File: src/rtl/muldiv_unit.sv
// Iterative RISC-V M-extension multiply/divide unit: shift-add multiply, restoring divide.
// Fixed latency DATA_WIDTH+1 cycles from start to the one-cycle done strobe; busy stalls the issuer.
module muldiv_unit #(
  parameter int DATA_WIDTH    = 32,
  parameter int ADDRESS_WIDTH = 5
) (
  input  logic                     clk,
  input  logic                     rst_n,
  input  logic                     start,
  input  logic [2:0]               funct3,
  input  logic [DATA_WIDTH-1:0]    op1,
  input  logic [DATA_WIDTH-1:0]    op2,
  input  logic [ADDRESS_WIDTH-1:0] rd_in,
  input  logic                     flush,
  output logic                     busy,
  output logic                     done,
  output logic [DATA_WIDTH-1:0]    result,
  output logic [ADDRESS_WIDTH-1:0] rd_out,
  output logic                     we
);
  localparam int W = DATA_WIDTH;
  localparam logic [5:0] LAST = 6'(DATA_WIDTH);

  typedef enum logic [1:0] {IDLE, BUSY, DONE} state_t;
  state_t state, state_nxt;

  logic [5:0]               cnt;
  logic [2:0]               fn_q;
  logic [ADDRESS_WIDTH-1:0] rd_q;
  logic [W-1:0]             op1_q, b_q;
  logic [2*W-1:0]           acc;
  logic                     neg_q, rem_neg_q, div0_q, ovf_q;

  logic         is_div, a_sgn, b_sgn, a_neg, b_neg, div0, ovf;
  logic [W-1:0] mag_a, mag_b;
  logic [W:0]   sum, rem_sh, diff;
  logic [2*W-1:0] mul_nxt, div_nxt, prod;
  logic [W-1:0] q, r, fin;

  // Operand decode at issue: signedness, magnitudes and the two divide special cases
  always_comb begin
    is_div = funct3[2];
    a_sgn  = is_div ? ~funct3[0] : (funct3 != 3'b011);
    b_sgn  = is_div ? ~funct3[0] : ~funct3[1];
    a_neg  = a_sgn & op1[W-1];
    b_neg  = b_sgn & op2[W-1];
    mag_a  = a_neg ? -op1 : op1;
    mag_b  = b_neg ? -op2 : op2;
    div0   = (op2 == '0);
    ovf    = is_div & ~funct3[0] & (op1 == {1'b1, {(W-1){1'b0}}}) & (op2 == '1);
  end

  // Multiply: acc = {partial, multiplier} shifted right; divide: acc = {remainder, quotient} shifted left
  always_comb begin
    sum     = {1'b0, acc[2*W-1:W]} + (acc[0] ? {1'b0, b_q} : '0);
    mul_nxt = {sum, acc[W-1:1]};
    rem_sh  = acc[2*W-1:W-1];
    diff    = rem_sh - {1'b0, b_q};
    div_nxt = diff[W] ? {rem_sh[W-1:0], acc[W-2:0], 1'b0}
                      : {diff[W-1:0],   acc[W-2:0], 1'b1};
  end

  always_comb begin
    prod = neg_q ? -acc : acc;
    q    = acc[W-1:0];
    r    = acc[2*W-1:W];
    fin  = '0;
    if (fn_q[2]) begin
      if (div0_q)     fin = fn_q[1] ? op1_q : '1;
      else if (ovf_q) fin = fn_q[1] ? '0 : op1_q;
      else            fin = fn_q[1] ? (rem_neg_q ? -r : r) : (neg_q ? -q : q);
    end else begin
      fin = (fn_q[1:0] == 2'b00) ? prod[W-1:0] : prod[2*W-1:W];
    end
  end

  always_comb begin
    state_nxt = state;
    case (state)
      IDLE:    if (start && !flush) state_nxt = BUSY;
      BUSY:    if (flush) state_nxt = IDLE;
               else if (cnt == LAST) state_nxt = DONE;
      DONE:    state_nxt = IDLE;
      default: state_nxt = IDLE;
    endcase
  end

  assign busy = (state != IDLE);
  assign done = (state == DONE) && !flush;
  assign we   = done && (rd_out != '0);

  always_ff @(posedge clk or negedge rst_n) begin
    if (!rst_n) begin
      state     <= IDLE;
      cnt       <= '0;
      fn_q      <= '0;
      rd_q      <= '0;
      op1_q     <= '0;
      b_q       <= '0;
      acc       <= '0;
      neg_q     <= 1'b0;
      rem_neg_q <= 1'b0;
      div0_q    <= 1'b0;
      ovf_q     <= 1'b0;
      result    <= '0;
      rd_out    <= '0;
    end else begin
      state <= state_nxt;
      if (state == IDLE && start && !flush) begin
        cnt       <= '0;
        fn_q      <= funct3;
        rd_q      <= rd_in;
        op1_q     <= op1;
        neg_q     <= a_neg ^ b_neg;
        rem_neg_q <= a_neg;
        div0_q    <= div0;
        ovf_q     <= ovf;
        b_q       <= is_div ? mag_b : mag_a;
        acc       <= is_div ? {{W{1'b0}}, mag_a} : {{W{1'b0}}, mag_b};
      end else if (state == BUSY && !flush) begin
        // The extra cycle after the last iteration applies sign fix-up and special cases
        if (cnt != LAST) begin
          acc <= fn_q[2] ? div_nxt : mul_nxt;
          cnt <= cnt + 6'd1;
        end else begin
          result <= fin;
          rd_out <= rd_q;
        end
      end
    end
  end
endmodule
File: config.mk
export PLATFORM = sky130hd
export DESIGN_NAME = muldiv_unit
export DESIGN_NICKNAME = d
export VERILOG_FILES = /design/src/rtl/muldiv_unit.sv
export SDC_FILE = /design/constraint.sdc
export NUM_CORES = 1
export LEC_CHECK = 0
export BUFFER_PORTS_ARGS = -buffer_cell sky130_fd_sc_hd__buf_2
export CAP_MARGIN = 10
export CORE_ASPECT_RATIO = 0.75
export CORE_UTILIZATION = 33
export CTS_CLUSTER_DIAMETER = 200
export DETAILED_ROUTE_END_ITERATION = 8
export GPL_ROUTABILITY_DRIVEN = 0
export PLACE_DENSITY = 0.58
export SLEW_MARGIN = 20
export SYNTH_ARGS = -nofsm -noshare
export SYNTH_HDL_FRONTEND = slang
export SYNTH_SLANG_ARGS = --single-unit
File: constraint.sdc
create_clock -name clk -period 7.7 [get_ports clk]
set_clock_uncertainty 0.2 [all_clocks]
set_input_delay 0.77 -clock clk [delete_from_list [all_inputs] [get_ports clk]]
set_output_delay 0.77 -clock clk [all_outputs]
set_load 0.01 [all_outputs]
======== Yosys cells after proc, flatten, opt, wreduce, memory -nomap -nowiden ========
Cells that the tools add are included.
storage, ports and cells
  bits in registers ....................... 185
  word-level logic and storage cells ...... 86
  input port bits ......................... 76
  output and inout bits ................... 40
operators by class
  eq/ne operators ......................... 9
  reduce and logical (&&, ||, !) cells .... 17
  $add $sub $neg .......................... 8
  bitwise logic cells ..................... 10
  muxes and demuxes ....................... 29
operator list
  cell                  count
  $mux 32               14
  $mux 64               6
  $neg 32->32           4
  $eq 32x32->1 const B  2
  $neg 64->64           1
  $add 32x32->33        1
  $sub 33x32->33        1
  $logic_not 32->1      1
  $mux 6                3
  $add 6x1->6 const B   1
  $eq 6x6->1 const B    1
  $logic_and 1x1->1     6
  $mux 2                3
  $ne 6x6->1 const B    1
  $reduce_bool 2->1     3
  $and 1x1->1           5
  $reduce_bool 5->1     1
  $logic_not 2->1       2
  $not 1->1             4
  $pmux 2 s2            1
  $reduce_and 2->1      2
  $ne 3x2->1 const B    1
  $ne 3x3->1 const B    1
  $reduce_and 3->1      1
  other kinds (6)       7

======== Depth between registers and ports, before layout ========
Gate-level depths: netlist of run 1.
  depth in word-level cells ............... 6
  mapped depth ............................ 14
  mapped depth without buffers ............ 13

======== Worst setup path before layout of run 1 ========
Ideal clock, no wire load.
  path kind ............................... reg2reg
  from .................................... register acc[0]
  to ...................................... register result[12]
  arrival ................................. 3.099 ns
  path slack .............................. 4.278 ns
  required time ........................... 7.376 ns
  library setup time ...................... 0.124 ns
  path buffers ............................ 2
  stages on the path, launching flop included .. 14
  period minus slack after synthesis ...... 3.422 ns
  cells stage by stage .................... dfrtp_1 buf_2 inv_1 clkbuf_1 ha_1 or3b_2 or2_4 or3_4 o31ai_4 xor2_1 a2bb2oi_1 nor2_1 o32a_1 o31a_1
on the way
  word-level cells in the longest chain between the ends .. 6
  elaborated cells between the ends (all ways) .. 9
  classes of those cells .................. 2 x add/sub; 7 x mux
ends and longest elaborated chain
  what                    RTL line  text
  from (decl)             31        logic [2*W-1:0] acc;
  from (signal assigned)  119       acc <= is_div ? {{W{1'b0}}, mag_a} : {{W{1'b0}}, mag_b};
  from (signal assigned)  123       acc <= fn_q[2] ? div_nxt : mul_nxt;
  $neg 32->32             71        else fin = fn_q[1] ? (rem_neg_q ? -r : r) : (neg_q ? -q : q);
  $mux 32 (2 in series)   71
  $mux 32                 70        else if (ovf_q) fin = fn_q[1] ? '0 : op1_q;
  $mux 32                 69        if (div0_q) fin = fn_q[1] ? op1_q : '1;
  $mux 32 *               68        if (fn_q[2]) begin
  to (signal assigned)    126       result <= fin;
  to (decl)               17        output logic [DATA_WIDTH-1:0] result,
Every way passes the cells marked *; elsewhere a longest branch is shown, timed or not.
A chain may end at the register's enable or synchronous reset.

======== Worst setup path after layout of run 1 ========
  from .................................... register acc[0]
  to ...................................... register result[26]
Same word-level chain as after synthesis.

==> results.json, run 1 <==
{
  "ys.flop_type": "dfrtp_1",
  "cts_tree": "done",
  "intPower_mw": 3.20,
  "register_area_sq_mm": 0.00464,
  "hpwlAfterDp_um": 51900,
  "ir_worst_vdd_mv": 0.182,
  "dieArea_sq_mm": 0.0528,
  "multi_input_area_sq_mm": 0.0117,
  "yosys.area.top_type_share_pct": 27.0,
  "ant_nets": 0,
  "remaining_drc_errors": 0,
  "critPathMaxStageDelay_ns": 1.06,
  "drt-total-wl_um": 68500,
  "relSlewSlack_pct": 13.8,
  "status": "finished clean",
  "final.fill_count": 5340,
  "ys_top_cells_by_count": "360 x nand2_1, 187 x nor2_1, 185 x dfrtp_1, 181 x a21oi_1, 178 x o21ai_0",
  "clock_power_share_pct": 15.9,
  "die_x_um": 265,
  "ys_ff_latch": 185,
  "fin_nets": 2412,
  "via_per_inst": 6.03,
  "cap_violations": 0,
  "num_rows": 71,
  "min_path_type": "primary input to asynchronous set/reset pin",
  "io_pins": 116,
  "avgSynthCellArea_sq_um": 7.59,
  "grt_usage_pct": 25.6,
  "rr_endpoint": "result[26]",
  "crit_fanout": 31,
  "port_buffers": 115,
  "arrival_ns": 4.83,
  "crit_required_ns": 7.89,
  "cts_root_buf": "clkbuf_16",
  "drive_above_1_share_pct": 9.50,
  "power_switching_share_pct": 51.1,
  "netlist_instances": 2256,
  "area_growth_pct": 9.71,
  "postCtsHoldBufs": 0,
  "clk_pin_slew_ns": 0.08,
  "htreeDepth": 4,
  "rsz0062_at_grt": "no",
  "critical_path_class": "register to register",
  "core_sq_mm": 0.0506,
  "fin_crit_ns": 4.65,
  "path_cells": "inv_1, ha_1, or3b_2, nor2_1, nand4_1, o21ai_0, xor2_1, a2111oi_0, a221oi_1, o21ai_1",
  "vias": 17691,
  "cts_buffers": 17,
  "maxSlewViolCount": 0,
  "report.final.setup_viol": 0,
  "ctsLongestPathBuffers": 2,
  "period_share_pct": 60.4,
  "pwr-share-seq_pct": 26.4,
  "tns_ns": 0,
  "ys_seq_area_share_pct": 27.0,
  "synthesis.nets": 2405,
  "cts_num_sinks": 185,
  "synth_top_area_cell": "dfrtp_1",
  "dr.pass1.iters": 7,
  "switching_power_mw": 3.35,
  "start_util_pct": 33.8,
  "fmax_mhz": 215,
  "r2r-start": "acc[0]",
  "yosysWarnings": 0,
  "start_kind": "register",
  "p_leak_nw": 8.03,
  "synthTopCellsByArea": "dfrtp_1 27%, nand2_1 7.9%, xnor2_1 6.0%, a21oi_1 5.3%, o21ai_0 5.2%",
  "finalHoldViolations": 0,
  "die_h_um": 199,
  "finalPower_mw": 6.55,
  "clk_latency_ns": 0.48,
  "worst_pin_slew_ns": 1.26,
  "synthDistinctLibCells": 89,
  "overflow": 0,
  "crit_path_end_kind": "register",
  "grt_antenna_before_repair": 0,
  "grt_pass1_wl_um": 102000,
  "power_density_mw_per_mm2": 349,
  "yosysMostFrequentCell": "nand2_1",
  "drt_iter0_drc": 2399,
  "reg2reg_slack_ns": 3.05,
  "reg2reg_depth": 10,
  "final_core_util_pct": 37.1,
  "first_global_vias": 15689,
  "crit_path_top_delay_cell": "a2111oi_0",
  "synth_enable_flop_cells": 0,
  "cts-resized-gates": 0,
  "postCtsSetupBuffers": 0,
  "postSynth.asyncResetShare_pct": 100,
  "synth.cell_area_sq_mm": 0.0171,
  "grt_max_degree": 83,
  "p_comb_share_pct": 57.7,
  "wl_per_cell_um": 23.4
}
cells in the final DEF (no fill, tap or decap), drive strengths merged, types with 28 or more instances in the layout:
master	count
ha	71
o21ai	210
o211ai	58
o31ai	31
nand2	361
buf	138
nor3	44
nand4	33
xor2	91
inv	62
a21o	36
nor2	187
mux2i	71
a21oi	182
dfrtp	185
a22oi	28
xnor2	117
critical path, delay by kind of cell (launching register included):
family | cells | cell delay (ns)
xor gates and xnor gates | 1 | 0.09
adders and majority gates | 1 | 0.32
DFF | 1 | 0.49
and+or+nand+nor | 3 | 0.90
buffers and inverters | 1 | 0.87
AOI/OAI and AO/OA | 4 | 1.70
cell families after synthesis:
group                      synth area share [%]
buffers and inverters                      4.99
xor gates and xnor gates                   10.6
adders and majority gates                  5.42
AOI/OAI and AO/OA                          26.0
muxes                                      4.70
and+or+nand+nor                            21.2
DFF                                        27.0
state kept, by name, summed over array words and instances (netlist names):
name / count
rd_out: 5
neg_q: 1
ovf_q: 1
cnt: 6
rem_neg_q: 1
div0_q: 1
fn_q: 3
b_q: 32
result: 32
rd_q: 5
op1_q: 32
state: 2
acc: 64
layer usage:
layer  track usage, %  wire [um]  part of all wire (%)
met3             7.68       8920                    13
met1             39.8      32200                    47
met2             34.0      26300                    38
met5                0          0                     0
met4             4.86       1160                   1.7
final cells by class:
class | count | share of cell area [%]
clock inverters | 11 | 1.13
multi-input cells | 1858 | 62.1
diodes | 1 | 0.0133
flip-flops and latches | 185 | 24.7
repair buffers | 139 | 4.07
well taps | 657 | 4.38
inverters | 62 | 1.24
clock buffers | 19 | 2.41
metrics by stage:
step / area [sq um] / cells / setup WS, ns / hold WS, ns
4_1_cts: 18800 / 2931 / 3.32 / 0.144
3_3_place_gp: 18100 / 2901 / 3.34 / 0.250
6_report: 18800 / 2932 / 3.05 / 0.111
3_5_place_dp: 18100 / 2901 / 3.32 / 0.258
2_1_floorplan: 17100 / 2256 / 4.28 / 0.239
5_1_grt: 18800 / 2931 / 2.80 / 0.171
how the worst max path moves through the flow:
stage / start / cells past startpoint / end
after floorplan: acc[0] / 13 / result[12]
after global placement: acc[0] / 13 / acc[55]
after detailed placement: acc[0] / 13 / acc[55]
after CTS: acc[0] / 13 / acc[55]
after global routing: acc[0] / 13 / acc[57]
final: acc[0] / 10 / result[26]
power by group through the flow:
stage          sequential (mW)  combinational, mW  clock, mW
2_1_floorplan             1.35               2.88          0
3_3_place_gp              1.70               3.59          0
3_5_place_dp              1.71               3.63          0
4_1_cts                   1.69               3.64       1.05
5_1_grt                   1.74               4.09       1.08
6_report                  1.73               3.78       1.04
No activity file was read; power rests on OpenSTA's default activity.
==> run 2, diff against run 1 <==
==> constraint.sdc (replaced) <==
create_clock -name clk -period 4.4 [get_ports clk]
set_clock_uncertainty 0.2 [all_clocks]
set_input_delay 0.44 -clock clk [delete_from_list [all_inputs] [get_ports clk]]
set_output_delay 0.44 -clock clk [all_outputs]
set_load 0.01 [all_outputs]
==> results.json, run 2 (synthesis results as in run 1) <==
{
  "postCtsSetupBuffers": 0,
  "report.final.setup_viol": 0,
  "remaining_drc_errors": 0,
  "mostFrequentLayoutCell": "nand2_1",
  "p_leak_nw": 8.17,
  "worst_pin_slew_ns": 1.17,
  "fin_area_sq_mm": 0.0190,
  "holdPathStages": 3,
  "reg2reg_depth": 15,
  "cts_buffers": 17,
  "critPathMaxStageDelay_ns": 0.70,
  "crit_required_ns": 4.56,
  "final_core_util_pct": 37.5,
  "overflow": 0,
  "fmax_mhz": 248,
  "dr.pass1.iters": 6,
  "crit_cells": 15,
  "instances_no_fill": 2967,
  "core_sq_mm": 0.0506,
  "drive_above_1_share_pct": 10.6,
  "cts-resized-gates": 0,
  "tns_ns": 0,
  "htreeDepth": 4,
  "vias": 18017,
  "crit_fanout": 28,
  "ctsLongestPathBuffers": 2,
  "path_cells": "inv_1, buf_4, nor2_1, ha_1, a21o_1, a21oi_1, a21boi_0, buf_4, a2111oi_0, o31ai_1, buf_4, a21o_1, a21oi_1, xor2_1, o221ai_1",
  "min_path_type": "primary input to register",
  "ant_nets": 0,
  "crit_path_end_kind": "register",
  "grt_antenna_before_repair": 1,
  "final.fill_count": 5331,
  "largest_reg_flops": 64,
  "register_area_sq_mm": 0.00464,
  "drt-total-wl_um": 70800,
  "first_global_vias": 16087,
  "grt_usage_pct": 26.5,
  "wl_per_cell_um": 23.9,
  "die_x_um": 265,
  "placed_area_sq_mm": 0.0183,
  "start_util_pct": 33.8,
  "port_buffers": 115,
  "hpwlAfterDp_um": 54300,
  "clk_pin_slew_ns": 0.09,
  "grt_busiest_layer": "met1",
  "cts_root_buf": "clkbuf_16",
  "cap_violations": 0,
  "area_growth_pct": 11.0,
  "fin_crit_ns": 4.03,
  "maxSlewViolCount": 0,
  "ir_worst_vdd_mv": 0.318,
  "status": "finished clean",
  "grtUsageMet3_pct": 10.2,
  "critical_path_class": "register to register",
  "finalPower_mw": 11.6,
  "top_register": "acc",
  "placedCellCount": 2928,
  "period_share_pct": 91.6,
  "cp_top_family": "compound AO/OA/AOI/OAI gates",
  "final_cell_mix": "360 x nand2_1, 184 x nor2_1, 182 x dfrtp_1, 181 x a21oi_1, 178 x o21ai_0",
  "power_density_mw_per_mm2": 610,
  "finalHoldViolations": 0,
  "critPathBufInv": 4,
  "critPathMostFrequentCell": "buf_4",
  "grt_pass1_wl_um": 105000,
  "grt.met1_usage_pct": 39.9,
  "use_met2_pct": 34.5,
  "dieArea_sq_mm": 0.0528,
  "start_kind": "register",
  "io_pins": 116,
  "grt_max_degree": 101,
  "multi_input_area_sq_mm": 0.0116,
  "via_per_inst": 6.07,
  "relSlewSlack_pct": 21.6,
  "arrival_ns": 4.18,
  "cts_tree": "done",
  "num_rows": 71,
  "rsz0062_at_grt": "no",
  "fin_nets": 2444,
  "cts_num_sinks": 185,
  "clk_latency_ns": 0.48,
  "die_h_um": 199,
  "drt_iter0_drc": 2502,
  "crit_path_top_delay_cell": "a2111oi_0"
}
-- run 2: final cells by class --
cell class                 instances  area share [%]
antenna                            2          0.0263
timing repair buffer             171            5.55
sequential                       185            24.4
clock inverter                    13           0.823
multi-input combinational       1858            61.3
clock buffer                      19            2.33
inverter                          62            1.22
tap                              657            4.33
-- run 2: worst min-delay path, cell delays in order --
cell	delay (ns)
buf_2	0.12
nand2_1	0.05
nand2_1	0.05
-- run 2: per-stage QoR --
step | hold WS (ns) | setup WS [ns]
2_1_floorplan | -0.0556 | 0.978
3_3_place_gp | 0.254 | 0.604
3_5_place_dp | 0.252 | 0.547
4_1_cts | 0.00522 | 0.543
5_1_grt | 0.0136 | 0.0865
6_report | 0.0126 | 0.371
-- run 2: path summary, 6_finish.rpt --
kind	start	endpoint	slack, ns
max	acc[0]	acc[55]	0.37
min	funct3[0]	fn_q[0]	0.01
max reg2reg	acc[0]	acc[55]	0.37
min reg2reg	rd_q[2]	rd_out[2]	0.27
max in group asynchronous	rst_n	b_q[21]	2.57
min in group asynchronous	rst_n	acc[54]	0.40
-- run 2: metal layers --
layer  wire, um  vias up
met5         13        -
met4       1400        2
met3      10000      112
met2      26700     1127
met1      32600     8598
li1           -     8178
-- run 2: timing repair --
item                                    4_1_cts  5_1_grt
hold buffers                                  5        0
hold endpoints to repair                    100        0
endpoints found under the setup margin        0        0
-- run 2: where the power goes --
part | switching, mW | internal, mW | leakage, nW
clock | 0.820 | 0.824 | 0.290
combinational | 4.50 | 2.61 | 5.50
sequential | 0.782 | 2.06 | 2.38
total | 6.11 | 5.49 | 8.17
